==> src/rtl/reg_loader_pkg.sv <==
// Shared definitions for the register-file loader: FSM encoding, register
// range and datapath widths.
package reg_loader_pkg;

    typedef enum logic [1:0] {
        ST_IDLE   = 2'd0,
        ST_LOAD   = 2'd1,
        ST_VERIFY = 2'd2,
        ST_DONE   = 2'd3
    } state_t;

    localparam int DATA_W    = 32;
    localparam int ADDR_W    = 5;
    localparam int REG_COUNT = 32;

    localparam logic [ADDR_W-1:0] FIRST_REG = 5'd1;
    localparam logic [ADDR_W-1:0] LAST_REG  = ADDR_W'(REG_COUNT - 1);

endpackage

==> src/rtl/reg_loader.sv <==
// Streams 31 words into registers 1..31 of a register file, tracking an XOR checksum.
// Readback verification against the checksum is compiled in with REG_LOADER_VERIFY_EN.
module reg_loader
    import reg_loader_pkg::*;
(
    input  logic              Clk,
    input  logic              Rst,
    input  logic              Start,
    input  logic              In_Valid,
    input  logic [DATA_W-1:0] In_Data,
    output logic              In_Ready,
    output logic [ADDR_W-1:0] Awr,
    output logic [DATA_W-1:0] Din,
    output logic              WrEn,
    output logic [ADDR_W-1:0] Ard1,
    input  logic [DATA_W-1:0] Dout1,
    output logic              Busy,
    output logic              Done,
    output logic              Err,
    output logic [DATA_W-1:0] Checksum
);

    state_t            r_state;
    logic [ADDR_W-1:0] r_addr;
    logic              r_in_ready;
    logic              r_busy;
    logic              r_wren;
    logic              r_done;
    logic [ADDR_W-1:0] r_awr;
    logic [DATA_W-1:0] r_din;
    logic [DATA_W-1:0] r_checksum;
    logic              w_accept;

`ifdef REG_LOADER_VERIFY_EN
    logic [ADDR_W-1:0] r_vaddr;
    logic [DATA_W-1:0] r_sum;
    logic              r_err;
`else
    logic              w_unused_dout;
`endif

    assign w_accept = In_Valid && r_in_ready;

    // Loader FSM; write port, status and accumulators are all registered here.
    always_ff @(posedge Clk) begin
        if (Rst) begin
            r_state    <= ST_IDLE;
            r_addr     <= 5'd0;
            r_in_ready <= 1'b0;
            r_busy     <= 1'b0;
            r_wren     <= 1'b0;
            r_done     <= 1'b0;
            r_awr      <= 5'd0;
            r_din      <= 32'h0000_0000;
            r_checksum <= 32'h0000_0000;
`ifdef REG_LOADER_VERIFY_EN
            r_vaddr    <= 5'd0;
            r_sum      <= 32'h0000_0000;
            r_err      <= 1'b0;
`endif
        end else begin
            r_wren <= 1'b0;
            r_done <= 1'b0;
            case (r_state)
                ST_IDLE: begin
                    if (Start) begin
                        r_state    <= ST_LOAD;
                        r_addr     <= FIRST_REG;
                        r_checksum <= 32'h0000_0000;
                        r_in_ready <= 1'b1;
                        r_busy     <= 1'b1;
`ifdef REG_LOADER_VERIFY_EN
                        r_sum      <= 32'h0000_0000;
                        r_err      <= 1'b0;
`endif
                    end
                end
                ST_LOAD: begin
                    if (w_accept) begin
                        r_wren     <= 1'b1;
                        r_awr      <= r_addr;
                        r_din      <= In_Data;
                        r_checksum <= r_checksum ^ In_Data;
                        // The address counter parks at the last register instead of wrapping.
                        if (r_addr == LAST_REG) begin
                            r_in_ready <= 1'b0;
`ifdef REG_LOADER_VERIFY_EN
                            r_state    <= ST_VERIFY;
                            r_vaddr    <= FIRST_REG;
`else
                            r_state    <= ST_DONE;
                            r_done     <= 1'b1;
`endif
                        end else begin
                            r_addr <= r_addr + 5'd1;
                        end
                    end
                end
`ifdef REG_LOADER_VERIFY_EN
                ST_VERIFY: begin
                    r_sum <= r_sum ^ Dout1;
                    if (r_vaddr == LAST_REG) begin
                        r_vaddr <= 5'd0;
                        r_state <= ST_DONE;
                        r_done  <= 1'b1;
                    end else begin
                        r_vaddr <= r_vaddr + 5'd1;
                    end
                end
`endif
                ST_DONE: begin
`ifdef REG_LOADER_VERIFY_EN
                    r_err   <= (r_sum != r_checksum);
`endif
                    r_state <= ST_IDLE;
                    r_busy  <= 1'b0;
                end
                default: begin
                    r_state    <= ST_IDLE;
                    r_busy     <= 1'b0;
                    r_in_ready <= 1'b0;
                end
            endcase
        end
    end

    assign In_Ready = r_in_ready;
    assign Awr      = r_awr;
    assign Din      = r_din;
    assign WrEn     = r_wren;
    assign Busy     = r_busy;
    assign Done     = r_done;
    assign Checksum = r_checksum;

`ifdef REG_LOADER_VERIFY_EN
    assign Ard1 = r_vaddr;
    assign Err  = r_err;
`else
    assign Ard1          = 5'd0;
    assign Err           = 1'b0;
    assign w_unused_dout = ^Dout1;
`endif

endmodule

==> config.mk <==
export PLATFORM = sky130hd
export DESIGN_NAME = reg_loader
export DESIGN_NICKNAME = d
export VERILOG_FILES = /design/src/rtl/reg_loader_pkg.sv /design/src/rtl/reg_loader.sv
export SDC_FILE = /design/constraint.sdc
export NUM_CORES = 1
export LEC_CHECK = 0
export CORE_MARGIN = 4
export CORE_UTILIZATION = 39
export DETAILED_ROUTE_END_ITERATION = 10
export PLACE_DENSITY = 0.73
export SLEW_MARGIN = 10
export SYNTH_ARGS = -nofsm -noshare
export SYNTH_HDL_FRONTEND = slang
export SYNTH_SLANG_ARGS = --single-unit
==> constraint.sdc <==
create_clock -name Clk -period 2.4 [get_ports Clk]
set_input_delay 0.48 -clock Clk [delete_from_list [all_inputs] [get_ports Clk]]
set_output_delay 0.48 -clock Clk [all_outputs]
set_load 0.01 [all_outputs]
# Word level (Yosys, flattened, before mapping)

Cells that the tools add are included.

Bits in registers: 80
Output and inout port bits: 79
Word-level logic and storage cells: 50

Add/sub/neg operators: 1
Equal/unequal tests: 7
Mux-type cells: 18
Bitwise operators: 4
Reductions and logical operators: 11

Operators by type and width:

| kind                                                                   | number |
|---|---|
| 32-bit 2-to-1 mux                                                      | 2 |
| 32-bit case mux with 2 select lines                                    | 1 |
| 32-bit XOR                                                             | 1 |
| 5-bit 2-to-1 mux                                                       | 3 |
| 5-bit case mux with 2 select lines                                     | 1 |
| 2-bit inequality test (second input constant)                          | 4 |
| 4-bit AND reduction                                                    | 2 |
| 2-bit 2-to-1 mux                                                       | 3 |
| 3-bit AND reduction                                                    | 2 |
| 5-bit by 1-bit adder with 5-bit output (second input constant)         | 1 |
| 5-bit equality test (second input constant)                            | 1 |
| 1-bit 2-to-1 mux                                                       | 5 |
| 2-bit case mux with 2 select lines                                     | 1 |
| 2-bit AND reduction                                                    | 2 |
| 1-bit NOT                                                              | 3 |
| 1-bit case mux with 3 select lines                                     | 1 |
| 3-bit OR reduction                                                     | 1 |
| 2-bit by 1-bit equality test with 1-bit output (second input constant) | 1 |
| 2-bit equality test (second input constant)                            | 1 |
| 2-bit zero test                                                        | 1 |
| 1-bit case mux with 2 select lines                                     | 1 |
| 2-bit nonzero test                                                     | 1 |
| 2-bit OR reduction                                                     | 1 |
| 1-bit logical AND                                                      | 1 |

# Logic depth before layout (Yosys ltp)

Gate-level depths: netlist of run 1.

Depth after elaboration: 4
Gate-level depth with buffers: 7

# Worst setup path after synthesis of run 1

Ideal clock, no wire load.

Path kind: register -> register
From: register r_addr[0]
To: register r_addr[1]
Arrival: 1,610 ps
Required time: 2,328 ps
Path slack: 718 ps
Cell stages (with the launch flop): 7
Path buffers: 0
Clock period less this slack: 1,682 ps
Cell sequence: dfxtp_1 ha_1 and3_1 ha_1 nand4b_1 a21oi_1 mux2i_1

Word-level cells in the longest chain between the ends: 4
Elaborated cells between the ends (all ways): 7
Those cells by class: 1 x add/sub; 2 x eq/ne; 3 x mux; 1 x reduce/logical

Ends and longest elaborated chain:

| item                                   | line             | text |
|---|---|---|
| start, declared                        | reg_loader.sv:24 | `logic [ADDR_W-1:0] r_addr;` |
| start signal, assigned                 | reg_loader.sv:95 | `r_addr <= r_addr + 5'd1;` |
| 5-bit by 1-bit adder with 5-bit output | reg_loader.sv:95 |  |
| 5-bit 2-to-1 mux                       | reg_loader.sv:85 | `if (r_addr == LAST_REG) begin` |
| 5-bit 2-to-1 mux                       | reg_loader.sv:79 | `if (w_accept) begin` |
| 5-bit case mux with 2 select lines     | reg_loader.sv:64 | `case (r_state)` |

Parallel ways exist; a longest one is shown, timed or not. The select of a mux whose other input is x is not followed.
A chain may end at the register's enable or synchronous reset.

# Worst setup path after layout of run 1

From: register r_addr[0]
To: register r_addr[2]

The elaborated chain is that of the path after synthesis.

==> results.md, run 1 <==
- Outcome: completed
- GRT Total Usage: 16.0%
- I/O Pins: 147
- Post-CTS Setup Bufs: 0
- Fmax: 521 MHz
- WS Path Type: flop to flop
- Die height: 105 um
- Site Rows: 35
- DRC viols: 0
- Count leader, synth: dfxtp_1
- CTS Buffer Depth: 2
- M1 wire length: 4030 um
- RSZ-0062 raised after global routing: false
- Num CTS Buffers: 9
- Max-slew violations: 0
- Crit Path Max Fanout: 5
- Yosys top cell by area: dfxtp_1
- Root Driver: clkbuf_8
- Ys async rst share: 0%
- Vias in the first global route: 3085
- Final setup TNS: 0 ns
- Final min period: 1.92 ns
- Compound-Gate Fraction of Synth Area: 13.9%
- Gr ovfl total: 0
- N_diodes: 0
- Vias per std cell: 5.12
- Post-route ant nets: 0
- Synth Area in Adders: 0.681%
- Post-synthesis mux area share: 9.53%
- Final hold vios: 0
- Initial Util: 40.0%
- Synth Area in Simple Gates: 26.4%
- Detailed Route WL: 8860 um
- Yosys warns: 0
- XOR/XNOR Fraction of Synth Area: 0%
- Share of post-route cells with drive strength above 1: 8.57%
- Wire length on met2: 4120 um
- Tightest Hold Check Type: flop to flop
- Core area: 9200 um^2
- TritonRoute pass-1 iters: 4
- Clock slew at reported path FFs: 0.08 ns
- Top post-synthesis cells by area: dfxtp_1, mux2i_1, nand2_1, or3b_1, nand3b_1
- Mapped Cells: 402
- Pin count of the biggest net entering global routing: 51
- Critical path arrival: 2.13 ns
- Post-DP HPWL: 6110 um
- Worst Tran Pin Value: 0.610 ns
- Routed wl met3: 546 um
- Max-Cap Viols: 0
- Die area: 11000 um^2
- Post-synthesis cell type count: 32
- Worst skew pair latency: 0.35 ns
- Layout area overhead: 37.2%
- Mapped Area: 3680 um^2
- Drt wl/cell: 14.5 um
- Final Util: 54.9%
- CTS sink cnt: 80
- H-tree depth: 3
- CP Launch Type: flop
- Nets@finish: 567
- Violation count after the first detailed-route iteration: 122
- Top FF cell, synth: dfxtp_1
- Filler Cell Count: 841
- FF/Latch Area: 1600 um^2
- Critical Path RT: 2.60 ns
- First-pass GRT wire length: 14700 um
- Rel. slew slack: 59.3%
- Commonest cells in the netlist: dfxtp_1, nand2_1, a21oi_1
- # hold bufs at CTS: 0
- Synth top area share: 43.6%
- DR vias: 3138
- # port buffers: 108
- Tcrit/Tclk final: 80.0%
- Post-CTS sizing: 0
- Main combinational cell family by area after synthesis: simple AND/OR/NAND/NOR gates
- Post-synthesis sequential area ratio: 43.6%
- Initial antenna violation count: 0
- Yosys reg bits: 80
- Die Wd: 105 um
- CP endpoint kind: flop
- CTS tree: built
- Top Layer Used: met4
- Routability cong.: 0.742
- Post-synth EDFFs: 0
- Final setup vio count: 0
- Multi-input gate area: 1890 um^2
- Power Density: 553 nW/um^2
- Worst IR drop on VDD: 0.000264 V
- Leak: 1.79 nW
- Syn_area_per_cell: 9.15 um^2
- Final Skew: 0.00819 ns
[metrics by stage]
step	cells	power, mW	cell area [um^2]	hold slack [ns]	worst slack (ns)
global placement	597	1.85	4860	0.442	0.196
finish	613	2.79	5050	0.457	0.480
global route	613	2.92	5050	0.478	0.334
floorplan	407	1.67	3700	0.450	0.718
CTS	613	2.83	5050	0.459	0.481
detailed placement	597	1.86	4860	0.447	0.141
[cells by family (layout without fill, tap and decap cells)]
family          after synthesis  after routing
compound gates               76             76
fa+ha+maj                     2              2
simple gates                165            165
other cells                   1              6
buf+inv                      43            138
mux                          35             35
flops                        80             80
[layout by cell type (no fill, tap or decap)]
cell type,netlist,final
nand4b_4,0,1
or4b_1,1,1
dfxtp_1,80,80
a21boi_2,10,10
nand2b_1,5,5
o21a_1,1,1
nand3b_1,34,34
or3b_4,0,1
or3b_2,3,3
clkbuf_8,0,9
buf_12,0,4
buf_4,6,9
bufinv_16,0,1
nor2_1,5,5
ha_1,2,2
clkbuf_1,24,2
a21oi_1,38,38
nand3_1,2,2
nor3_1,5,5
nor2b_1,2,2
mux2i_1,35,35
nand4b_1,1,1
conb_1,1,6
a311oi_1,1,1
nand2_1,74,74
o21ai_0,1,1
or3b_1,30,29
a21boi_1,22,22
clkinv_2,0,1
clkinvlp_4,0,3
clkdlybuf4s50_1,0,107
and4b_1,1,1
a31oi_1,2,2
buf_2,8,1
a221oi_1,1,1
inv_1,1,1
and3_1,1,1
[path summary, 6_finish.rpt]
kind              from        end  slack, ns  depth (start not counted)
max          r_addr[0]  r_addr[2]       0.48                          6
min            Din[29]    Din[29]       0.46                          2
max reg2reg  r_addr[0]  r_addr[2]       0.48                          6
min reg2reg    Din[29]    Din[29]       0.46                          2
[sequential cells by signal, summed over array words and instances, names as in the netlist]
| name | count |
|---|---|
| Awr | 5 |
| Busy | 1 |
| Checksum | 32 |
| Din | 32 |
| Done | 1 |
| In_Ready | 1 |
| WrEn | 1 |
| r_addr | 5 |
| r_state | 2 |
[report_power, final]
part | internal [mW] | total, mW | leakage, nW | switching (mW)
Combinational | 0.239 | 0.420 | 1.06 | 0.181
Sequential | 1.37 | 1.41 | 0.650 | 0.0364
Clock | 0.480 | 0.961 | 0.0856 | 0.481
[area by class of cell]
cell class / instances / share of cell area (%)
Tap cell: 111 / 2.75
Timing Repair Buffer: 121 / 24.2
Inverter: 1 / 0.0744
Clock buffer: 11 / 2.60
Clock inverter: 5 / 1.14
Sequential cell: 80 / 31.7
Multi-Input combinational cell: 284 / 37.4
[per-layer routing]
metal	global-route usage (%)	vias up
li1	-	1567
met1	19.7	1472
met2	25.8	85
met3	5.74	14
met4	5.62	0
met5	0	-
[worst max-delay path, stage by stage (launching register included)]
cell and delay (ns):
dfxtp_1 0.35, ha_1 0.24, and3_1 0.19, ha_1 0.22
nand4b_1 0.21, a21oi_1 0.41, a311oi_1 0.17
Power figures use the tool's default switching activity.
==> inputs of run 2 (changes only) <==
==> constraint.sdc (replaced) <==
create_clock -name Clk -period 1.9 [get_ports Clk]
set_input_delay 0.38 -clock Clk [delete_from_list [all_inputs] [get_ports Clk]]
set_output_delay 0.38 -clock Clk [all_outputs]
set_load 0.01 [all_outputs]
==> results.md, run 2 (synthesis gave the netlist of run 1 again) <==
- CTS tree: built
- Core area: 9200 um^2 (unchanged)
- Pin count of the biggest net entering global routing: 53 (+3.9%)
- Comb pwr share: 14.8% (-0.3 points)
- Routability cong.: 0.741 (-0.22%)
- Max-slew violations: 0 (unchanged)
- Final min period: 1.76 ns
- PnR Total Power: 3.70 mW (+33%)
- Cell area after placement: 4920 um^2 (+1.3%)
- Int Pwr: 2.82 mW (+35%)
- Fmax: 567 MHz
- Multi-input gate area: 1890 um^2 (unchanged)
- WP depth: 1 (-5)
- Nets@finish: 572 (+0.88%)
- DP Worst Slack: -0.0664 ns (-0.207 ns)
- Crit Path Max Fanout: 5 (unchanged)
- GRT Total Usage: 15.9% (-0.096 points)
- N_diodes: 0 (unchanged)
- Max-Cap Viols: 0 (unchanged)
- Final hold slack: 0.454 ns (-0.00277 ns)
- Power Density: 720 nW/um^2 (+30%)
- Commonest non-fill, non-tap cell in the layout: clkdlybuf4s50_1
- Site Rows: 35 (unchanged)
- RSZ-0062 raised after global routing: false
- Vias in the first global route: 3049 (-1.2%)
- CP Launch Type: flop
- Gr ovfl total: 0 (unchanged)
- Worst-path cell chain: clkdlybuf4s50_1
- Die Wd: 105 um (unchanged)
- Post-CTS Setup Bufs: 0 (unchanged)
- Worst IR drop on VDD: 0.000422 V (+60%)
- Final Util: 55.9% (+1.0 points)
- Worst setup endpoint: In_Ready
- Detailed Route WL: 8570 um (-3.3%)
- FF/Latch Area: 1600 um^2 (unchanged)
- CTS sink cnt: 80 (unchanged)
- Final hold vios: 0 (unchanged)
- Non-filler cells, final: 618 (+0.82%)
- Filler Cell Count: 811 (-3.6%)
- Critical R2R Capture: r_addr[1]
- Most frequent cells in the layout: clkdlybuf4s50_1, dfxtp_1, nand2_1, a21oi_1, mux2i_1
- CTS Buffer Depth: 2 (unchanged)
- Flop2flop setup slack: 0.17 ns (-0.31 ns)
- First-pass GRT wire length: 14600 um (-0.75%)
- Violation count after the first detailed-route iteration: 104 (-15%)
- WS Path Type: flop to output port
- Switching share of power: 23.8% (-1.2 points)
- I/O Pins: 147 (unchanged)
- Vias per std cell: 4.99 (-2.6%)
- Crit Reg-Reg Startpoint: r_addr[1]
- Worst Setup SP: In_Ready
- # port buffers: 108 (unchanged)
- Final setup vio count: 0 (unchanged)
- Post-route ant nets: 0 (unchanged)
- Share of total power in sequential cells: 47.8% (-2.7 points)
- Path depth of the worst reg2reg path: 7 (+1)
- Post-CTS sizing: 0 (unchanged)
- Drt wl/cell: 13.9 um (-4.1%)
- Tightest Hold Check Type: flop to flop
- Critical path arrival: 1.38 ns (-0.75 ns)
- DRC viols: 0 (unchanged)
- Kind of cell adding the most delay to the critical path: buffers and inverters
- CP endpoint kind: output port
- Critical Path RT: 1.52 ns (-1.08 ns)
- Root Driver: clkbuf_8
- CP Buf/Inv Count: 1 (+1)
- Layout area overhead: 39.8%
- Final instance area: 5140 um^2 (+1.9%)
- Die height: 105 um (unchanged)
- # hold bufs at CTS: 0 (unchanged)
- TritonRoute pass-1 iters: 4 (unchanged)
- Clock slew at reported path FFs: 0.08 ns (about the same)
- Post-DP HPWL: 6000 um (-1.8%)
- Initial antenna violation count: 0 (unchanged)
- Sw power: 0.883 mW (+26%)
- Share of post-route cells with drive strength above 1: 9.66% (+1.1 points)
- Slowest CP cell: clkdlybuf4s50_1
- Tcrit/Tclk final: 92.8%
- Initial Util: 40.0% (unchanged)
- Outcome: completed
- Final WS setup: 0.136 ns (-0.344 ns)
- Leak: 1.85 nW (+3.0%)
- H-tree depth: 3 (unchanged)
- Clock power frac: 37.4% (+3.0 points)
- Slowest stage delay, CP: 0.60 ns (+0.19 ns)
- Final setup TNS: 0 ns (unchanged)
- Num CTS Buffers: 9 (unchanged)
- Final Skew: 0.00730 ns (-0.000887 ns)
- Worst skew pair latency: 0.35 ns (about the same)
- DR vias: 3082 (-1.8%)
- Die area: 11000 um^2 (unchanged)
- Placed cell count: 602 (+0.84%)
run 2: power by group through the flow:
stage                     Clock [mW]  Combinational, mW  Sequential [mW]
after CTS                       1.44              0.555             1.77
after floorplan                    0              0.272             1.83
after detailed placement           0              0.553             1.81
final                           1.39              0.547             1.77
after global routing            1.51              0.596             1.78
after global placement             0              0.544             1.81
run 2: how the worst min path moves through the flow:
stage / startpoint / endpoint / slack [ns] / cells after the start
detailed placement: Din[29] / Din[29] / 0.45 / 2
global route: Din[29] / Din[29] / 0.47 / 2
floorplan: r_addr[4] / Awr[4] / 0.45 / 2
finish: Din[29] / Din[29] / 0.45 / 2
global placement: Din[10] / Din[10] / 0.44 / 2
CTS: Din[29] / Din[29] / 0.46 / 2
run 2: cell type report:
cell class	count	share of cell area, %
timing repair buffer	126	25.0
tap	111	2.70
inverter	1	0.0730
clock inverter	5	1.56
multi-input combinational	284	36.7
sequential	80	31.2
clock buffer	11	2.75
run 2: metal layers:
| metal | track usage [%] | vias to the layer above | share of wire, % |
|---|---|---|---|
| met5 | 0 | - | 0 |
| met3 | 5.62 | 10 | 7.0 |
| li1 | - | 1575 | - |
| met1 | 19.5 | 1418 | 45 |
| met4 | 5.90 | 0 | 1.7 |
| met2 | 25.7 | 79 | 47 |
==> inputs of run 3 (changes only) <==
--- a/config.mk
+++ b/config.mk
@@ -9,6 +9,7 @@
 export CORE_UTILIZATION = 39
 export DETAILED_ROUTE_END_ITERATION = 10
 export PLACE_DENSITY = 0.73
+export SKIP_CTS_REPAIR_TIMING = 1
 export SLEW_MARGIN = 10
 export SYNTH_ARGS = -nofsm -noshare
 export SYNTH_HDL_FRONTEND = slang
==> results of run 3 <==
No change in the layout: final DEF, timing and power equal those of run 2.
